`config.mk`:
```
export PLATFORM = sky130hd
export DESIGN_NAME = bird_frame_sequencer_flat
export DESIGN_NICKNAME = d
export VERILOG_FILES = /design/src/rtl/bird_frame_sequencer_if.sv /design/src/rtl/bird_frame_sequencer.sv /design/src/flat_wrapper.sv
export SDC_FILE = /design/constraint.sdc
export NUM_CORES = 1
export LEC_CHECK = 0
export ABC_AREA = 1
export CORE_AREA = 2 2 79 81
export DETAILED_ROUTE_END_ITERATION = 7
export DIE_AREA = 0 0 81 83
export PLACE_DENSITY = 0.8
export SLEW_MARGIN = 10
export SYNTH_ARGS = -nofsm -noshare
export SYNTH_HDL_FRONTEND = slang
export SYNTH_SLANG_ARGS = --single-unit
```
`constraint.sdc`:
```
create_clock -name clk_i -period 2 [get_ports clk_i]
set_clock_uncertainty 0.2 [all_clocks]
set_input_delay 0.2 -clock clk_i [delete_from_list [all_inputs] [get_ports clk_i]]
set_output_delay 0.2 -clock clk_i [all_outputs]
set_load 0.03 [all_outputs]
```
`src/rtl/bird_frame_sequencer_if.sv`:
```
// Handshake bundle between the frame sequencer, game logic, bird drawer and framebuffer.
// master = environment side (game/drawer), slave = sequencer.
interface bird_frame_sequencer_if #(
    parameter int COLOR_W = 1
);
    logic               frame_tick;
    logic [10:0]        bird_x;
    logic [10:0]        bird_y;
    logic               draw_start;
    logic [10:0]        draw_x;
    logic [10:0]        draw_y;
    logic               draw_done;
    logic [10:0]        pix_x;
    logic [10:0]        pix_y;
    logic [10:0]        fb_x;
    logic [10:0]        fb_y;
    logic [COLOR_W-1:0] fb_color;
    logic               fb_we;

    modport master (
        output frame_tick, bird_x, bird_y, draw_done, pix_x, pix_y,
        input  draw_start, draw_x, draw_y, fb_x, fb_y, fb_color, fb_we
    );

    modport slave (
        input  frame_tick, bird_x, bird_y, draw_done, pix_x, pix_y,
        output draw_start, draw_x, draw_y, fb_x, fb_y, fb_color, fb_we
    );
endinterface

```
`src/rtl/bird_frame_sequencer.sv`:
```
// Per-frame erase/draw sequencer for the bird sprite drawer.
// Optional BIRD_FRAME_SEQ_SKIP_STILL_EN: skip both passes when the bird has not moved.
module bird_frame_sequencer #(
    parameter int                 COLOR_W  = 1,
    parameter logic [COLOR_W-1:0] BG_COLOR = '0,
    parameter logic [COLOR_W-1:0] FG_COLOR = COLOR_W'(1)
) (
    input  logic                    clk_i,
    input  logic                    reset_i,
    bird_frame_sequencer_if.slave   bus,
    output logic                    busy_o,
    output logic                    frame_done_o,
    output logic                    overrun_o
);
    typedef enum logic [2:0] {
        IDLE, ERASE_RUN, ERASE_REL, DRAW_RUN, DRAW_REL, FIN
    } state_t;

    state_t      state_q, state_d;
    logic [10:0] cur_x_q, cur_x_d, cur_y_q, cur_y_d;
    logic [10:0] old_x_q, old_x_d, old_y_q, old_y_d;
    logic        old_valid_q, old_valid_d;
    logic        overrun_q, overrun_d;
    logic [1:0]  arm_pipe_q, arm_pipe_d;
    logic        run;
    logic        skip_still;
    logic [COLOR_W-1:0] color;

    always_ff @(posedge clk_i or posedge reset_i) begin
        if (reset_i) begin
            state_q     <= IDLE;
            cur_x_q     <= '0;
            cur_y_q     <= '0;
            old_x_q     <= '0;
            old_y_q     <= '0;
            old_valid_q <= 1'b0;
            overrun_q   <= 1'b0;
            arm_pipe_q  <= '0;
        end else begin
            state_q     <= state_d;
            cur_x_q     <= cur_x_d;
            cur_y_q     <= cur_y_d;
            old_x_q     <= old_x_d;
            old_y_q     <= old_y_d;
            old_valid_q <= old_valid_d;
            overrun_q   <= overrun_d;
            arm_pipe_q  <= arm_pipe_d;
        end
    end

`ifdef BIRD_FRAME_SEQ_SKIP_STILL_EN
    assign skip_still = old_valid_q && (bus.bird_x == old_x_q) && (bus.bird_y == old_y_q);
`else
    assign skip_still = 1'b0;
`endif

    always_comb begin
        state_d        = state_q;
        cur_x_d        = cur_x_q;
        cur_y_d        = cur_y_q;
        old_x_d        = old_x_q;
        old_y_d        = old_y_q;
        old_valid_d    = old_valid_q;
        overrun_d      = overrun_q | (bus.frame_tick && (state_q != IDLE));
        bus.draw_start = 1'b0;
        bus.draw_x     = '0;
        bus.draw_y     = '0;
        color          = '0;
        run            = 1'b0;
        frame_done_o   = 1'b0;
        unique case (state_q)
            IDLE: begin
                if (bus.frame_tick) begin
                    cur_x_d = bus.bird_x;
                    cur_y_d = bus.bird_y;
                    if (skip_still)       state_d = FIN;
                    else if (old_valid_q) state_d = ERASE_RUN;
                    else                  state_d = DRAW_RUN;
                end
            end
            ERASE_RUN: begin
                bus.draw_start = 1'b1;
                bus.draw_x     = old_x_q;
                bus.draw_y     = old_y_q;
                color          = BG_COLOR;
                run            = 1'b1;
                if (bus.draw_done) state_d = ERASE_REL;
            end
            ERASE_REL: begin
                bus.draw_x = old_x_q;
                bus.draw_y = old_y_q;
                if (!bus.draw_done) state_d = DRAW_RUN;
            end
            DRAW_RUN: begin
                bus.draw_start = 1'b1;
                bus.draw_x     = cur_x_q;
                bus.draw_y     = cur_y_q;
                color          = FG_COLOR;
                run            = 1'b1;
                if (bus.draw_done) state_d = DRAW_REL;
            end
            DRAW_REL: begin
                bus.draw_x = cur_x_q;
                bus.draw_y = cur_y_q;
                if (!bus.draw_done) state_d = FIN;
            end
            FIN: begin
                old_x_d      = cur_x_q;
                old_y_d      = cur_y_q;
                old_valid_d  = 1'b1;
                frame_done_o = 1'b1;
                state_d      = IDLE;
            end
            default: state_d = IDLE;
        endcase
        // Two-deep arm delay: the drawer spends one cycle latching the start before its
        // pixel outputs are meaningful, so writes begin two cycles into a RUN state.
        arm_pipe_d = (run && (state_d == state_q)) ? {arm_pipe_q[0], 1'b1} : 2'b00;
    end

    assign bus.fb_we    = run && arm_pipe_q[1] && !bus.draw_done;
    assign bus.fb_x     = bus.fb_we ? bus.pix_x : '0;
    assign bus.fb_y     = bus.fb_we ? bus.pix_y : '0;
    assign bus.fb_color = color;
    assign busy_o       = (state_q != IDLE);
    assign overrun_o    = overrun_q;
endmodule

```
`src/flat_wrapper.sv`:
```
// flat-port wrapper written by rule: the top's interface ports become plain ports
module bird_frame_sequencer_flat 
#(
    parameter int                 COLOR_W  = 1,
    parameter logic [COLOR_W-1:0] BG_COLOR = '0,
    parameter logic [COLOR_W-1:0] FG_COLOR = COLOR_W'(1)
)
  (clk_i, reset_i, busy_o, frame_done_o, overrun_o, bus_frame_tick, bus_bird_x, bus_bird_y, bus_draw_done, bus_pix_x, bus_pix_y, bus_draw_start, bus_draw_x, bus_draw_y, bus_fb_x, bus_fb_y, bus_fb_color, bus_fb_we);
  bird_frame_sequencer_if #(.COLOR_W(COLOR_W)) bus_i ();
  input  logic clk_i;
  input  logic reset_i;
  output logic busy_o;
  output logic frame_done_o;
  output logic overrun_o;
  input wire logic [$bits(bus_i.frame_tick)-1:0] bus_frame_tick;
  input wire logic [$bits(bus_i.bird_x)-1:0] bus_bird_x;
  input wire logic [$bits(bus_i.bird_y)-1:0] bus_bird_y;
  input wire logic [$bits(bus_i.draw_done)-1:0] bus_draw_done;
  input wire logic [$bits(bus_i.pix_x)-1:0] bus_pix_x;
  input wire logic [$bits(bus_i.pix_y)-1:0] bus_pix_y;
  output wire logic [$bits(bus_i.draw_start)-1:0] bus_draw_start;
  output wire logic [$bits(bus_i.draw_x)-1:0] bus_draw_x;
  output wire logic [$bits(bus_i.draw_y)-1:0] bus_draw_y;
  output wire logic [$bits(bus_i.fb_x)-1:0] bus_fb_x;
  output wire logic [$bits(bus_i.fb_y)-1:0] bus_fb_y;
  output wire logic [$bits(bus_i.fb_color)-1:0] bus_fb_color;
  output wire logic [$bits(bus_i.fb_we)-1:0] bus_fb_we;
  assign bus_i.frame_tick = bus_frame_tick;
  assign bus_i.bird_x = bus_bird_x;
  assign bus_i.bird_y = bus_bird_y;
  assign bus_i.draw_done = bus_draw_done;
  assign bus_i.pix_x = bus_pix_x;
  assign bus_i.pix_y = bus_pix_y;
  assign bus_draw_start = bus_i.draw_start;
  assign bus_draw_x = bus_i.draw_x;
  assign bus_draw_y = bus_i.draw_y;
  assign bus_fb_x = bus_i.fb_x;
  assign bus_fb_y = bus_i.fb_y;
  assign bus_fb_color = bus_i.fb_color;
  assign bus_fb_we = bus_i.fb_we;
  bird_frame_sequencer #(.COLOR_W(COLOR_W), .BG_COLOR(BG_COLOR), .FG_COLOR(FG_COLOR)) u_core (.clk_i(clk_i), .reset_i(reset_i), .bus(bus_i), .busy_o(busy_o), .frame_done_o(frame_done_o), .overrun_o(overrun_o));
endmodule
```
## Word-level counts from Yosys, hierarchy flattened

Cells that the tools add are included.

| operators by class | value |
|---|---|
| shift operators | 0 |
| mux-type cells | 15 |
| order comparisons | 0 |
| $mul | 0 |
| bitwise gates (word level) | 1 |
| reduce and logical (&&, ||, !) cells | 11 |
| div/mod/pow operators | 0 |
| equal/unequal tests | 6 |
| add/subtract/negate cells | 0 |

Operators with widths:

| cell | count |
|---|---|
| $pmux W11 S2 | 2 |
| $mux W11 | 2 |
| $mux W3 | 5 |
| $pmux W3 S5 | 1 |
| $eq A3 B2 Y1 const B | 2 |
| $eq A3 B3 Y1 const B | 2 |
| $reduce_or A2 Y1 | 3 |
| $logic_and A1 B1 Y1 | 4 |
| $mux W2 | 2 |
| $eq A3 B1 Y1 const B | 1 |
| $eq A3 B3 Y1 | 1 |
| $logic_not A3 Y1 | 1 |
| $mux W1 | 3 |
| $reduce_bool A3 Y1 | 1 |
| $reduce_and A2 Y1 | 1 |
| $logic_not A1 Y1 | 1 |
| $or A1 B1 Y1 | 1 |

| storage, ports and cells | value |
|---|---|
| latch bits | 0 |
| memories | 0 |
| RAM bits | 0 |
| output and inout bits | 50 |
| flip-flop bits (word level) | 51 |
| bits in read-only memories | 0 |

## Logic depth before layout (Yosys ltp)

| logic depth | value |
|---|---|
| depth after elaboration | 6 |
| mapped depth | 7 |
| mapped depth without buffers | 7 |

## Worst setup path before layout

No wires, ideal clock.

| timing path | value |
|---|---|
| path kind | reg2out |
| start | register u_core.state_q[0] |
| end | output port bus_fb_x[1] |
| setup slack | -229 ps |
| data required time | 1600 ps |
| buffers on the path | 1 |
| stages on the path, launching flop included | 6 |
| data arrival time | 1829 ps |
| cell sequence | dfrtp_1 > inv_1 > nor2_1 > nand3_2 > buf_4 > nor2_1 |

| between the ends | value |
|---|---|
| word-level cells in the longest chain between the ends | 6 |
| elaborated cells on any way between the ends | 7 |
| those cells by class | 2 x eq/ne; 2 x mux; 3 x reduce/logical |

Ends and longest elaborated chain:

| element | RTL line | RTL |
|---|---|---|
| from (decl) | bird_frame_sequencer.sv:19 | `state_t state_q, state_d;` |
| from (signal assigned) | bird_frame_sequencer.sv:40 | `state_q <= state_d;` |
| $eq A3 B1 Y1 or $eq A3 B2 Y1 (tied branches) | -- |  |
| $reduce_or A2 Y1 (no source line) (*) | -- |  |
| $mux W1 (*) | -- |  |
| via bus_draw_start | flat_wrapper.sv:21 | `output wire logic [$bits(bus_i.draw_start)-1:0] bus_draw_start;` |
| $logic_and A1 B1 Y1 (*) (2 in series) | bird_frame_sequencer.sv:121 | `assign bus.fb_we = run && arm_pipe_q[1] && !bus.draw_done;` |
| $mux W11 (*) | bird_frame_sequencer.sv:122 | `assign bus.fb_x = bus.fb_we ? bus.pix_x : '0;` |
| to (decl) | flat_wrapper.sv:24 | `output wire logic [$bits(bus_i.fb_x)-1:0] bus_fb_x;` |

The timed path passes the listed nets; every way through them passes the cells marked *.

## Worst setup path after layout

| timing path | value |
|---|---|
| start | register u_core.state_q[0] |
| end | output port bus_draw_y[5] |

| between the ends | value |
|---|---|
| word-level cells in the longest chain between the ends | 3 |
| elaborated cells on any way between the ends | 7 |
| those cells by class | 4 x eq/ne; 1 x mux; 2 x reduce/logical |

Ends and longest elaborated chain:

| element | RTL line | RTL |
|---|---|---|
| $eq A3 B2 Y1, or another cell as far along | bird_frame_sequencer.sv:71 | `unique case (state_q)` |
| $reduce_or A2 Y1 (no source line) | -- |  |
| $pmux W11 S2 (*) | bird_frame_sequencer.sv:71 |  |
| to (decl) | flat_wrapper.sv:23 | `output wire logic [$bits(bus_i.draw_y)-1:0] bus_draw_y;` |

Every way passes the cells marked *; elsewhere a longest branch is shown, timed or not.

==> insert_results.sql <==
INSERT INTO impl_metrics (metric_group, metric, value, unit) VALUES
('finish', 'ant_diodes', '0', ''),
('routing', 'detailedRoute.firstPassIterationCount', '4', ''),
('grt', 'grt_first_pass_wirelength', '9740', 'um'),
('clock_network', 'clk_transition_reported_paths', '0.09', 'ns'),
('timing', 'setup_viol', '1', ''),
('setup_path', 'reg2reg_from', 'u_core.state_q[0]', ''),
('timing', 'fin_crit_sh', '100', '%'),
('finish', 'final_nets', '470', ''),
('synth', 'netlist_top_cells_area', 'sky130_fd_sc_hd__dfrtp_1, sky130_fd_sc_hd__nand2_1, sky130_fd_sc_hd__o21ai_0', ''),
('grt', 'antenna_found_initial', '0', ''),
('power', 'intPower', '0.00303', 'W'),
('timing', 'max_freq', '0.500', 'GHz'),
('flow_run', 'drv.max_cap_violation_count', '0', ''),
('die', 'row_count', '28', ''),
('timing', 'post-route-min-period', '2.00', 'ns'),
('synth', 'synth.lib_cells_used.distinct', '17', ''),
('clock_network', 'clk_root_buffer_cell', 'sky130_fd_sc_hd__clkbuf_8', ''),
('routing', 'detail_route.vias_per_cell', '4.69', ''),
('finish', 'area_delta_synth_final', '55.0', '%'),
('grt', 'overflow', '0', ''),
('synth', 'synth.top_cells.by_count', 'sky130_fd_sc_hd__nand2_1, sky130_fd_sc_hd__inv_1, sky130_fd_sc_hd__o21ai_0, sky130_fd_sc_hd__dfrtp_1, sky130_fd_sc_hd__nor2_1', ''),
('place', 'gp_routability_congestion', '0.817', ''),
('synth', 'synth.avg_cell_area', '7.77', 'um^2'),
('status', 'status', 'finished, violations left', ''),
('synth', 'synth.yosys.warnings', '0', ''),
('synth', 'synth_ff_type', 'sky130_fd_sc_hd__dfrtp_1', ''),
('routing', 'drtAntennaViolNets', '0', ''),
('grt', 'pin_count_of_the_biggest_net_entering_global_routing', '52', ''),
('synth', 'postSynthCellCount', '314', ''),
('setup_path', 'cp-start-kind', 'register', ''),
('place', 'dp_cells', '482', ''),
('clock_network', 'cts-root-to-sink-buffers', '2', ''),
('timing', 'slew_viol_final', '0', ''),
('synth', 'yosys_register_bits', '51', ''),
('timing', 'worst_pin_slew', '0.468', 'ns'),
('power', 'power.share.combinational', '57.5', '%'),
('clock_network', 'number_of_hold_buffers_added_after_cts', '0', ''),
('power', 'sw_frac_of_total', '45.4', '%'),
('finish', 'layout.cells.non_filler', '498', ''),
('clock_network', 'cts_made_buffers', '5', ''),
('die', 'die_w', '81', 'um'),
('clock_network', 'insertion_delay', '0.30', 'ns'),
('clock_network', 'tritoncts', 'done', ''),
('power', 'ir_worst_vdd', '939', 'uV'),
('setup_path', 'data_required_time_at_the_worst_endpoint', '1.60', 'ns'),
('place', 'port_buffers', '97', ''),
('finish', 'final_layout_size_suffix_gt1_share', '27.9', '%'),
('synth', 'yosysMostFrequentCell', 'sky130_fd_sc_hd__nand2_1', ''),
('die', 'io_pins', '98', ''),
('status', 'violated_checks', 'negative setup slack', ''),
('setup_path', 'worst-endpoint-arrival', '1.60', 'ns'),
('die', 'coreArea', '5820', 'um^2'),
('synth', 'synthDominantCellAreaShare', '52.3', '%'),
('routing', 'violation_count_after_the_first_detailed_route_iteration', '96', ''),
('routing', 'detail_route.drc_violations', '0', ''),
('die', 'dieArea', '6720', 'um^2'),
('setup_path', 'regToRegSetupSlack', '0.21', 'ns'),
('finish', 'post-route-cell-area', '3780', 'um^2'),
('synth', 'synth_net_count', '362', ''),
('power', 'power.leakage', '1.88', 'nW'),
('power', 'power.switching', '0.00251', 'W'),
('synth', 'mappedNetlistArea', '2440', 'um^2'),
('power', 'power.clock.fraction', '11.1', '%'),
('setup_path', 'crit_path_capture_type', 'output pin', ''),
('setup_path', 'critical_path.max_fanout', '7', ''),
('grt', 'globalRouteTotalUtil', '18.4', '%'),
('routing', 'routed_wirelength', '6190', 'um'),
('timing', 'final_critical_path_setup_slack', '-0.00167', 'ns'),
('setup_path', 'critical_register_to_register_path_endpoint', 'u_core.arm_pipe_q[1]', ''),
('clock_network', 'htree_levels', '2', ''),
('setup_path', 'timing.setup.critical_path_class', 'reg -> out', '');
[stage by stage]
stage | hold WS, ns | utilization [%] | power, W | worst slack (ns) | setup TNS (ns)
final | 0.0574 | 65.1 | 0.00554 | -0.00167 | -0.00167
after global routing | 0.0815 | 65.1 | 0.00592 | -0.118 | -1.27
after CTS | 0.0627 | 61.3 | 0.00508 | -0.0320 | -0.178
after detailed placement | 0.237 | 58.5 | 0.00430 | 0.0281 | 0
after global placement | 0.242 | 58.5 | 0.00421 | 0.115 | 0
after floorplan | 0.117 | - | 0.00336 | -0.198 | -2.27
[flip-flops by register name, summed over array words and instances, names as in the netlist]
register            cells
u_core.cur_x_q         11
u_core.arm_pipe_q       2
u_core.old_x_q         11
u_core.cur_y_q         11
u_core.old_y_q         11
u_core.overrun_o        1
u_core.state_q          3
u_core.old_valid_q      1
[critical path, cell delays in order (launching register included)]
cell and delay [ns]:
sky130_fd_sc_hd__dfrtp_2 0.49, sky130_fd_sc_hd__nor2_4 0.13, sky130_fd_sc_hd__nand2_2 0.07, sky130_fd_sc_hd__inv_2 0.09, sky130_fd_sc_hd__buf_6 0.13, sky130_fd_sc_hd__o21ai_0 0.09
sky130_fd_sc_hd__o21ai_1 0.12, sky130_fd_sc_hd__buf_4 0.19
[timing repair]
| item | in CTS | in global routing |
|---|---|---|
| pin swaps | 2 | 4 |
| endpoints found under the setup margin | 43 | 40 |
| gates resized for setup | 27 | 61 |
| setup buffers | 4 | 5 |
[power by group through the flow]
stage	Clock, W	Combinational [W]	Sequential [W]
final	0.000615	0.00318	0.00174
after global routing	0.000675	0.00346	0.00179
after CTS	0.000632	0.00274	0.00170
after detailed placement	0	0.00257	0.00172
after global placement	0	0.00251	0.00170
after floorplan	0	0.00170	0.00166
[cell families after synthesis]
group                  count (synthesis)  share of synthesized area, %
buffers and inverters                 71                          12.9
AND/OR/NAND/NOR                      121                          20.0
flip-flops                            51                          52.3
AO/OA/AOI/OAI                         71                          14.8
[final cells by class]
type / count / area (um^2)
clock buffers: 7 / 86.3
clock inverters: 1 / 8.76
fillers: 493 / 2030
inverters: 59 / 224
multi-input cells: 192 / 1010
flip-flops and latches: 51 / 1280
well taps: 75 / 93.8
repair buffers: 113 / 1080
[worst max path at each step]
stage                           to  cells after the start         startpoint  slack (ns)
floorplan            bus_draw_x[3]                      6  u_core.state_q[2]       -0.20
global placement     bus_draw_x[1]                      6  u_core.state_q[0]        0.12
detailed placement   bus_draw_y[2]                      6  u_core.state_q[0]        0.03
CTS                 bus_draw_x[10]                      8  u_core.state_q[2]       -0.03
global route         bus_draw_y[5]                      7  u_core.state_q[0]       -0.12
finish               bus_draw_y[5]                      7  u_core.state_q[0]      -0.002
[layer usage]
layer / vias up / routed length (um) / GRT usage (%)
met5: - / 0 / 0
met2: 103 / 3100 / 32.8
met1: 1055 / 2390 / 20.4
met4: 0 / 110 / 6.16
met3: 11 / 581 / 5.54
li1: 1167 / - / -
[cell usage in the layout (no fill, tap or decap), types with 2 or more instances in the layout]
cell type                         instances
sky130_fd_sc_hd__o21ai_0                 28
sky130_fd_sc_hd__buf_8                    2
sky130_fd_sc_hd__nor2_1                  21
sky130_fd_sc_hd__nor2_4                   4
sky130_fd_sc_hd__o21ai_1                 30
sky130_fd_sc_hd__nand2_2                  8
sky130_fd_sc_hd__buf_12                   3
sky130_fd_sc_hd__dfrtp_2                  2
sky130_fd_sc_hd__nand3_2                  3
sky130_fd_sc_hd__inv_1                   53
sky130_fd_sc_hd__o21ai_2                  8
sky130_fd_sc_hd__dlygate4sd2_1            2
sky130_fd_sc_hd__buf_4                   42
sky130_fd_sc_hd__inv_2                    5
sky130_fd_sc_hd__clkbuf_8                 6
sky130_fd_sc_hd__nor2_2                  11
sky130_fd_sc_hd__clkdlybuf4s50_1         48
sky130_fd_sc_hd__dfrtp_1                 49
sky130_fd_sc_hd__buf_6                   15
sky130_fd_sc_hd__nand2_1                 70
sky130_fd_sc_hd__o21ai_4                  3
No activity file was read; power rests on OpenSTA's default activity.
